File: config.mk
export PLATFORM = sky130hd
export DESIGN_NAME = spk_out
export DESIGN_NICKNAME = d
export VERILOG_FILES = /design/src/rtl/spk_out_pkg.sv /design/src/rtl/spk_fifo.sv /design/src/rtl/spk_out.sv
export SDC_FILE = /design/constraint.sdc
export NUM_CORES = 1
export LEC_CHECK = 0
export CAP_MARGIN = 10
export CORE_MARGIN = 8
export CORE_UTILIZATION = 60
export CTS_BUF_LIST = sky130_fd_sc_hd__clkbuf_4 sky130_fd_sc_hd__clkbuf_8
export DETAILED_ROUTE_END_ITERATION = 12
export MAX_ROUTING_LAYER = met4
export PLACE_DENSITY = 0.8
export SETUP_SLACK_MARGIN = 0.02
export SLEW_MARGIN = 10
export SYNTH_ARGS = -nofsm -noshare
export SYNTH_HDL_FRONTEND = slang
export SYNTH_SLANG_ARGS = --single-unit
export TNS_END_PERCENT = 30
File: constraint.sdc
create_clock -name clk -period 6.4 [get_ports clk]
set_clock_uncertainty 0.15 [all_clocks]
set_input_delay 0.96 -clock clk [delete_from_list [all_inputs] [get_ports clk]]
set_output_delay 0.96 -clock clk [all_outputs]
set_load 0.02 [all_outputs]
File: src/rtl/spk_out_pkg.sv
// Shared definitions for the spike-out path: packet layout and neuron ID field helpers.
// The work controller imports the same package, so both sides agree on the {z,y,x} layout.
package spk_out_pkg;

  localparam int unsigned SPK_SW = 24;
  localparam int unsigned SPK_DW = 8;

  // Packet is {dst_y, dst_x, neuid}; offsets below are for the default widths.
  localparam int unsigned NEUID_LSB = 0;
  localparam int unsigned DSTX_LSB  = SPK_SW;
  localparam int unsigned DSTY_LSB  = SPK_SW + SPK_DW;

  function automatic int unsigned dstx_lsb(input int unsigned sw);
    return sw;
  endfunction

  function automatic int unsigned dsty_lsb(input int unsigned sw, input int unsigned dw);
    return sw + dw;
  endfunction

  function automatic int unsigned pkt_width(input int unsigned sw, input int unsigned dw);
    return 2 * dw + sw;
  endfunction

  typedef logic [SPK_SW-1:0]   neuid_t;
  typedef logic [SPK_SW/3-1:0] neu_coord_t;

  function automatic neu_coord_t neuid_x(input neuid_t id);
    return id[SPK_SW/3-1:0];
  endfunction

  function automatic neu_coord_t neuid_y(input neuid_t id);
    return id[2*SPK_SW/3-1:SPK_SW/3];
  endfunction

  function automatic neu_coord_t neuid_z(input neuid_t id);
    return id[SPK_SW-1:2*SPK_SW/3];
  endfunction

endpackage

File: src/rtl/spk_fifo.sv
// Circular buffer for spike packets; the caller must only push when not full or when popping.
// Read data is the registered head entry, addressed by the registered read pointer.
module spk_fifo #(
  parameter int unsigned Width = 40,
  parameter int unsigned Depth = 16,
  parameter int unsigned Aw    = 4
) (
  input  logic             clk,
  input  logic             rst,
  input  logic             push,
  input  logic             pop,
  input  logic [Width-1:0] wdata,
  output logic [Width-1:0] rdata,
  output logic [Aw:0]      count_nxt,
  output logic             full,
  output logic             empty
);

  localparam logic [Aw:0] DepthCnt = (Aw+1)'(Depth);

  logic [Width-1:0] mem_q [Depth];
  logic [Aw-1:0]    wr_ptr_q, rd_ptr_q;
  logic [Aw:0]      count_q, count_d;

  always_ff @(posedge clk) begin
    if (push) begin
      mem_q[wr_ptr_q] <= wdata;
    end
  end

  always_ff @(posedge clk or posedge rst) begin
    if (rst) begin
      wr_ptr_q <= '0;
      rd_ptr_q <= '0;
      count_q  <= '0;
    end else begin
      if (push) wr_ptr_q <= wr_ptr_q + 1'b1;
      if (pop)  rd_ptr_q <= rd_ptr_q + 1'b1;
      count_q <= count_d;
    end
  end

  always_comb begin
    count_d = count_q;
    case ({push, pop})
      2'b10:   count_d = count_q + 1'b1;
      2'b01:   count_d = count_q - 1'b1;
      default: count_d = count_q;
    endcase
  end

  assign rdata     = mem_q[rd_ptr_q];
  assign count_nxt = count_d;
  assign full      = (count_q == DepthCnt);
  assign empty     = (count_q == '0);

endmodule

File: src/rtl/spk_out.sv
// Spike output stage: buffers fired neuron IDs tagged with destination offsets and
// streams them to the router over valid/ready, with almost-full back-pressure and drop count.
module spk_out
  import spk_out_pkg::*;
#(
  parameter int unsigned SW          = 24,
  parameter int unsigned DW          = 8,
  parameter int unsigned DEPTH       = 16,
  parameter int unsigned AW          = 4,
  parameter int unsigned FULL_MARGIN = 4,
  parameter int unsigned CW          = 16
) (
  input  logic                 clk,
  input  logic                 rst,
  input  logic                 soma_spk_vld,
  input  logic                 soma_spk_fire,
  input  logic [SW-1:0]        config_spk_out_neuid,
  output logic                 spk_out_config_full,
  input  logic [DW-1:0]        dst_x,
  input  logic [DW-1:0]        dst_y,
  output logic                 spk_out_vld,
  output logic [2*DW+SW-1:0]   spk_out_data,
  input  logic                 spk_out_rdy,
  output logic                 spk_out_empty,
  output logic [CW-1:0]        drop_cnt,
  input  logic                 drop_clr
);

  localparam int unsigned PW      = pkt_width(SW, DW);
  localparam int unsigned XLsb    = dstx_lsb(SW);
  localparam int unsigned YLsb    = dsty_lsb(SW, DW);
  localparam logic [AW:0] FullThr = (AW+1)'(DEPTH - FULL_MARGIN);

  logic          fire, push, pop, drop;
  logic          fifo_full, fifo_empty;
  logic [AW:0]   count_nxt;
  logic [PW-1:0] push_data, head_data;

  logic          vld_q;
  logic [PW-1:0] data_q;
  logic          full_q;
  logic [CW-1:0] drop_q;

  always_comb begin
    push_data = '0;
    push_data[NEUID_LSB +: SW] = config_spk_out_neuid;
    push_data[XLsb +: DW]      = dst_x;
    push_data[YLsb +: DW]      = dst_y;
  end

  assign fire = soma_spk_vld && soma_spk_fire;
  assign pop  = !fifo_empty && (!vld_q || spk_out_rdy);
  // A pop in the same cycle frees the slot, so a push at full is still taken.
  assign push = fire && (!fifo_full || pop);
  assign drop = fire && fifo_full && !pop;

  spk_fifo #(
    .Width(PW),
    .Depth(DEPTH),
    .Aw   (AW)
  ) u_fifo (
    .clk      (clk),
    .rst      (rst),
    .push     (push),
    .pop      (pop),
    .wdata    (push_data),
    .rdata    (head_data),
    .count_nxt(count_nxt),
    .full     (fifo_full),
    .empty    (fifo_empty)
  );

  always_ff @(posedge clk or posedge rst) begin
    if (rst) begin
      vld_q  <= 1'b0;
      data_q <= '0;
    end else if (pop) begin
      vld_q  <= 1'b1;
      data_q <= head_data;
    end else if (spk_out_rdy) begin
      vld_q  <= 1'b0;
    end
  end

  always_ff @(posedge clk or posedge rst) begin
    if (rst) begin
      full_q <= 1'b0;
    end else begin
      full_q <= (count_nxt >= FullThr);
    end
  end

  always_ff @(posedge clk or posedge rst) begin
    if (rst) begin
      drop_q <= '0;
    end else if (drop_clr) begin
      drop_q <= '0;
    end else if (drop && (drop_q != '1)) begin
      drop_q <= drop_q + 1'b1;
    end
  end

  assign spk_out_vld         = vld_q;
  assign spk_out_data        = data_q;
  assign spk_out_config_full = full_q;
  assign spk_out_empty       = fifo_empty && !vld_q;
  assign drop_cnt            = drop_q;

endmodule

==> run summary <==
Status = complete, no violations
Cell depth of the worst min-delay path = 2
Max Slew Vio Count = 0
CTS Hold Bufs = 0
Maximum vdd drop = 330.3 µV
Dominant synthesized flop cell = edfxtp_1
Worst Setup Path Type = primary input to flop
Reg2reg path depth = 5
RSZ-0062 raised after global routing = no
Pre-CTS worst setup slack = 1.823 ns
CP peak stage delay = 1.03 ns
Power per cell area = 411.1 nW/µm²
Synth Area in Adders = 0.003226
Worst reg2reg path startpoint = u_fifo.count_q[2]
Drt first-iter violations = 1,306
Synth-to-Final Area Change = 14.71%
Max_cap viols = 0
Ports = 105
Pleak = 10.21 nW
Vias per cell = 6.330
Sequential share of the synthesized area = 0.7732
CTS-repair resized insts = 0
Layout cell share with drive strength beyond 1 = 0.2521
Die Width = 228.7 µm
Fin. Hold Viols = 0
CTS tree = done
N_diodes = 0
Post-Synth Simple-Gate Area = 0.02465
Multiplexer share of the synthesized area = 0.1632
Placed Area = 29,020 µm²
Starting Density = 0.6035
CTS Sinks = 711
Full die area = 52,320 µm²
Worst path most repeated cell = nand2_1
Setup_tns = 0 ns
Tot Pwr = 12.81 mW
Via count = 13,410
Cells after DPL = 1,919
Hold Worst Slack = 0.3446 ns
# setup viols final = 0
Wire per inst = 27.23 µm
First-pass GRT wire length = 86,970 µm
Synth Area in XOR/XNOR = 0.007096
Synth Cell Area = 27,150 µm²
Final worst slack = 2.484 ns
Vias in the first global route = 14,070
Crit-path cells = clkdlybuf4s50_1, nand2_1, a31oi_1, nand2_1, nor2_4, buf_4
Post-synth EDFFs = 640
Root Driver = clkbuf_8
Post-synth ARST share = 0.09986
Min-delay src = spk_out_data[38]
Total track usage = 0.2271
Flops & latches, synth = 711
Relative slew slack = 0.1955
Die H = 228.7 µm
Port bufs = 104
Crit end category = flop
Clk_lat worst skew = 0.71 ns
Post-synthesis compound-gate area fraction = 0.01783
Distinct cells, synth = 41
R2R Path End = u_fifo.mem_q[13][2]
Worst EP arrival = 4.15 ns
Worst Path Buf+Inv = 2
Routed wire length = 57,700 µm
Num CTS Buffers = 108
Fmax = 255.4 MHz
Final #Nets = 1,482
Worst reg-to-reg setup slack = 2.68 ns
Largest family of logic cells by synthesized area = multiplexers
Final HPWL DP = 33,680 µm
CP Data Required Time = 6.63 ns
Core Util, Final = 0.6923
Cell Count, Final, Fillers Out = 2,119
Final min period = 3.916 ns
Worst path slowest cell = nor2_4
CORE AREA = 44,990 µm²
Syn Nets = 1,310
Largest net degree at the start of global routing = 85
Gpl congestion = 0.8492
Syn Area/Cell = 21.60 µm²
Fin crit share = 0.6119
Tightest Pin Transition = 1.207 ns
Synthesized instance count = 1,257
Ys Warns = 0
Initial antenna violation count = 0
DRC Markers = 0
Post-DRT Antenna Nets = 0
Post-CTS setup buffer count = 0
Hold EP = spk_out_data[38]
Worst hold path type = flop to flop
Router iterations before antenna repair = 5
CTS clock-pin slew for the worst setup and hold paths = 0.06 ns
Critical path launch point type = primary input
Core Rows = 78
Top Family by Delay on Critical Path = simple AND/OR/NAND/NOR gates
Crit path max fanout = 31
Clock tree buffer depth = 3
Post-Layout Inst Area = 31,150 µm²
CTS H-tree lvls = 3
Total grt overflow = 0
==> cell usage after synthesis (5+ instances only) <==
cell / number / area share
nor4_1: 5 / 0.0012
nand2_1: 60 / 0.0083
nor2_1: 34 / 0.0047
clkbuf_1: 33 / 0.0046
mux4_2: 160 / 0.13
buf_1: 15 / 0.0021
ha_1: 7 / 0.0032
dfrtp_1: 71 / 0.065
edfxtp_1: 640 / 0.71
xnor2_1: 20 / 0.0065
inv_1: 5 / 0.00069
buf_2: 19 / 0.0035
nand3_1: 10 / 0.0018
mux2i_1: 80 / 0.029
o221ai_1: 41 / 0.013
nor3_1: 12 / 0.0022
nand4_1: 7 / 0.0016
==> worst max-delay path by stage <==
stage	cells past startpoint	end	slack (ns)	from
2_1_floorplan	4	u_fifo.mem_q[3][0]	1.31	soma_spk_vld
3_3_place_gp	6	u_fifo.mem_q[12][36]	2.03	soma_spk_vld
3_5_place_dp	6	u_fifo.mem_q[13][2]	1.82	soma_spk_fire
4_1_cts	6	u_fifo.mem_q[13][35]	2.56	soma_spk_fire
5_1_grt	6	u_fifo.mem_q[3][30]	2.34	soma_spk_vld
6_report	6	u_fifo.mem_q[13][2]	2.48	soma_spk_vld
==> where the power goes <==
part / switching [mW] / internal [mW]
logic: 1.73 / 1.60
clock network: 1.73 / 1.91
registers: 0.374 / 5.46
total: 3.84 / 8.97
==> logic make-up after synthesis <==
logic type / count (synthesis)
AND/OR/NAND/NOR: 144
buffers and inverters: 72
XOR/XNOR: 22
multiplexers: 242
flip-flops: 711
adder cells (fa/ha/maj): 7
AO/OA/AOI/OAI: 59
==> flip-flops by register name, indices dropped and copies added (netlist names) <==
register,flops
spk_out_config_full,1
u_fifo.mem_q,640
u_fifo.wr_ptr_q,4
u_fifo.rd_ptr_q,4
u_fifo.count_q,5
spk_out_vld,1
drop_cnt,16
spk_out_data,40
==> placed cells by master (no fill, tap or decap), types with 3 or more instances in the layout <==
cell and n:
clkinv_2 16, edfxtp_1 640, nor3_2 4, inv_1 4
a2111oi_0 3, o221ai_1 41, nand2b_1 4, nor2_1 22
mux2i_1 80, a21oi_1 3, nor2_4 12, clkbuf_8 111
buf_12 3, nor3_1 8, dfrtp_1 68, xnor2_1 20
nand3_1 10, inv_6 3, nand2_1 58, buf_4 22
ha_1 7, nand4_1 7, mux4_2 160, nor4_1 5
clkinv_1 29, clkbuf_4 35, and3_1 3, dfrtp_4 3
clkdlybuf4s50_1 104
==> worst min-delay path, cell delays in order, from the launching register on <==
cell and delay [ns]:
dfrtp_1 0.34, nand2_1 0.05, o221ai_1 0.06
==> metal layers <==
metal | up-vias | track usage | wire (µm)
met5 | - | - | 0
met4 | 0 | 0.08663 | 1599
met1 | 7028 | 0.2887 | 22500
met2 | 694 | 0.3654 | 29430
met3 | 102 | 0.04306 | 4164
li1 | 5590 | - | -
==> cell type report <==
cell class / instances / area, µm²
clock buffer: 146 / 1790
clock inverter: 54 / 332.8
fill: 2630 / 13840
inverter: 5 / 20.02
multi-input combinational: 474 / 5981
sequential: 711 / 21010
tap: 600 / 750.7
timing repair buffer: 129 / 1266
(Power assumes the default switching activity.)
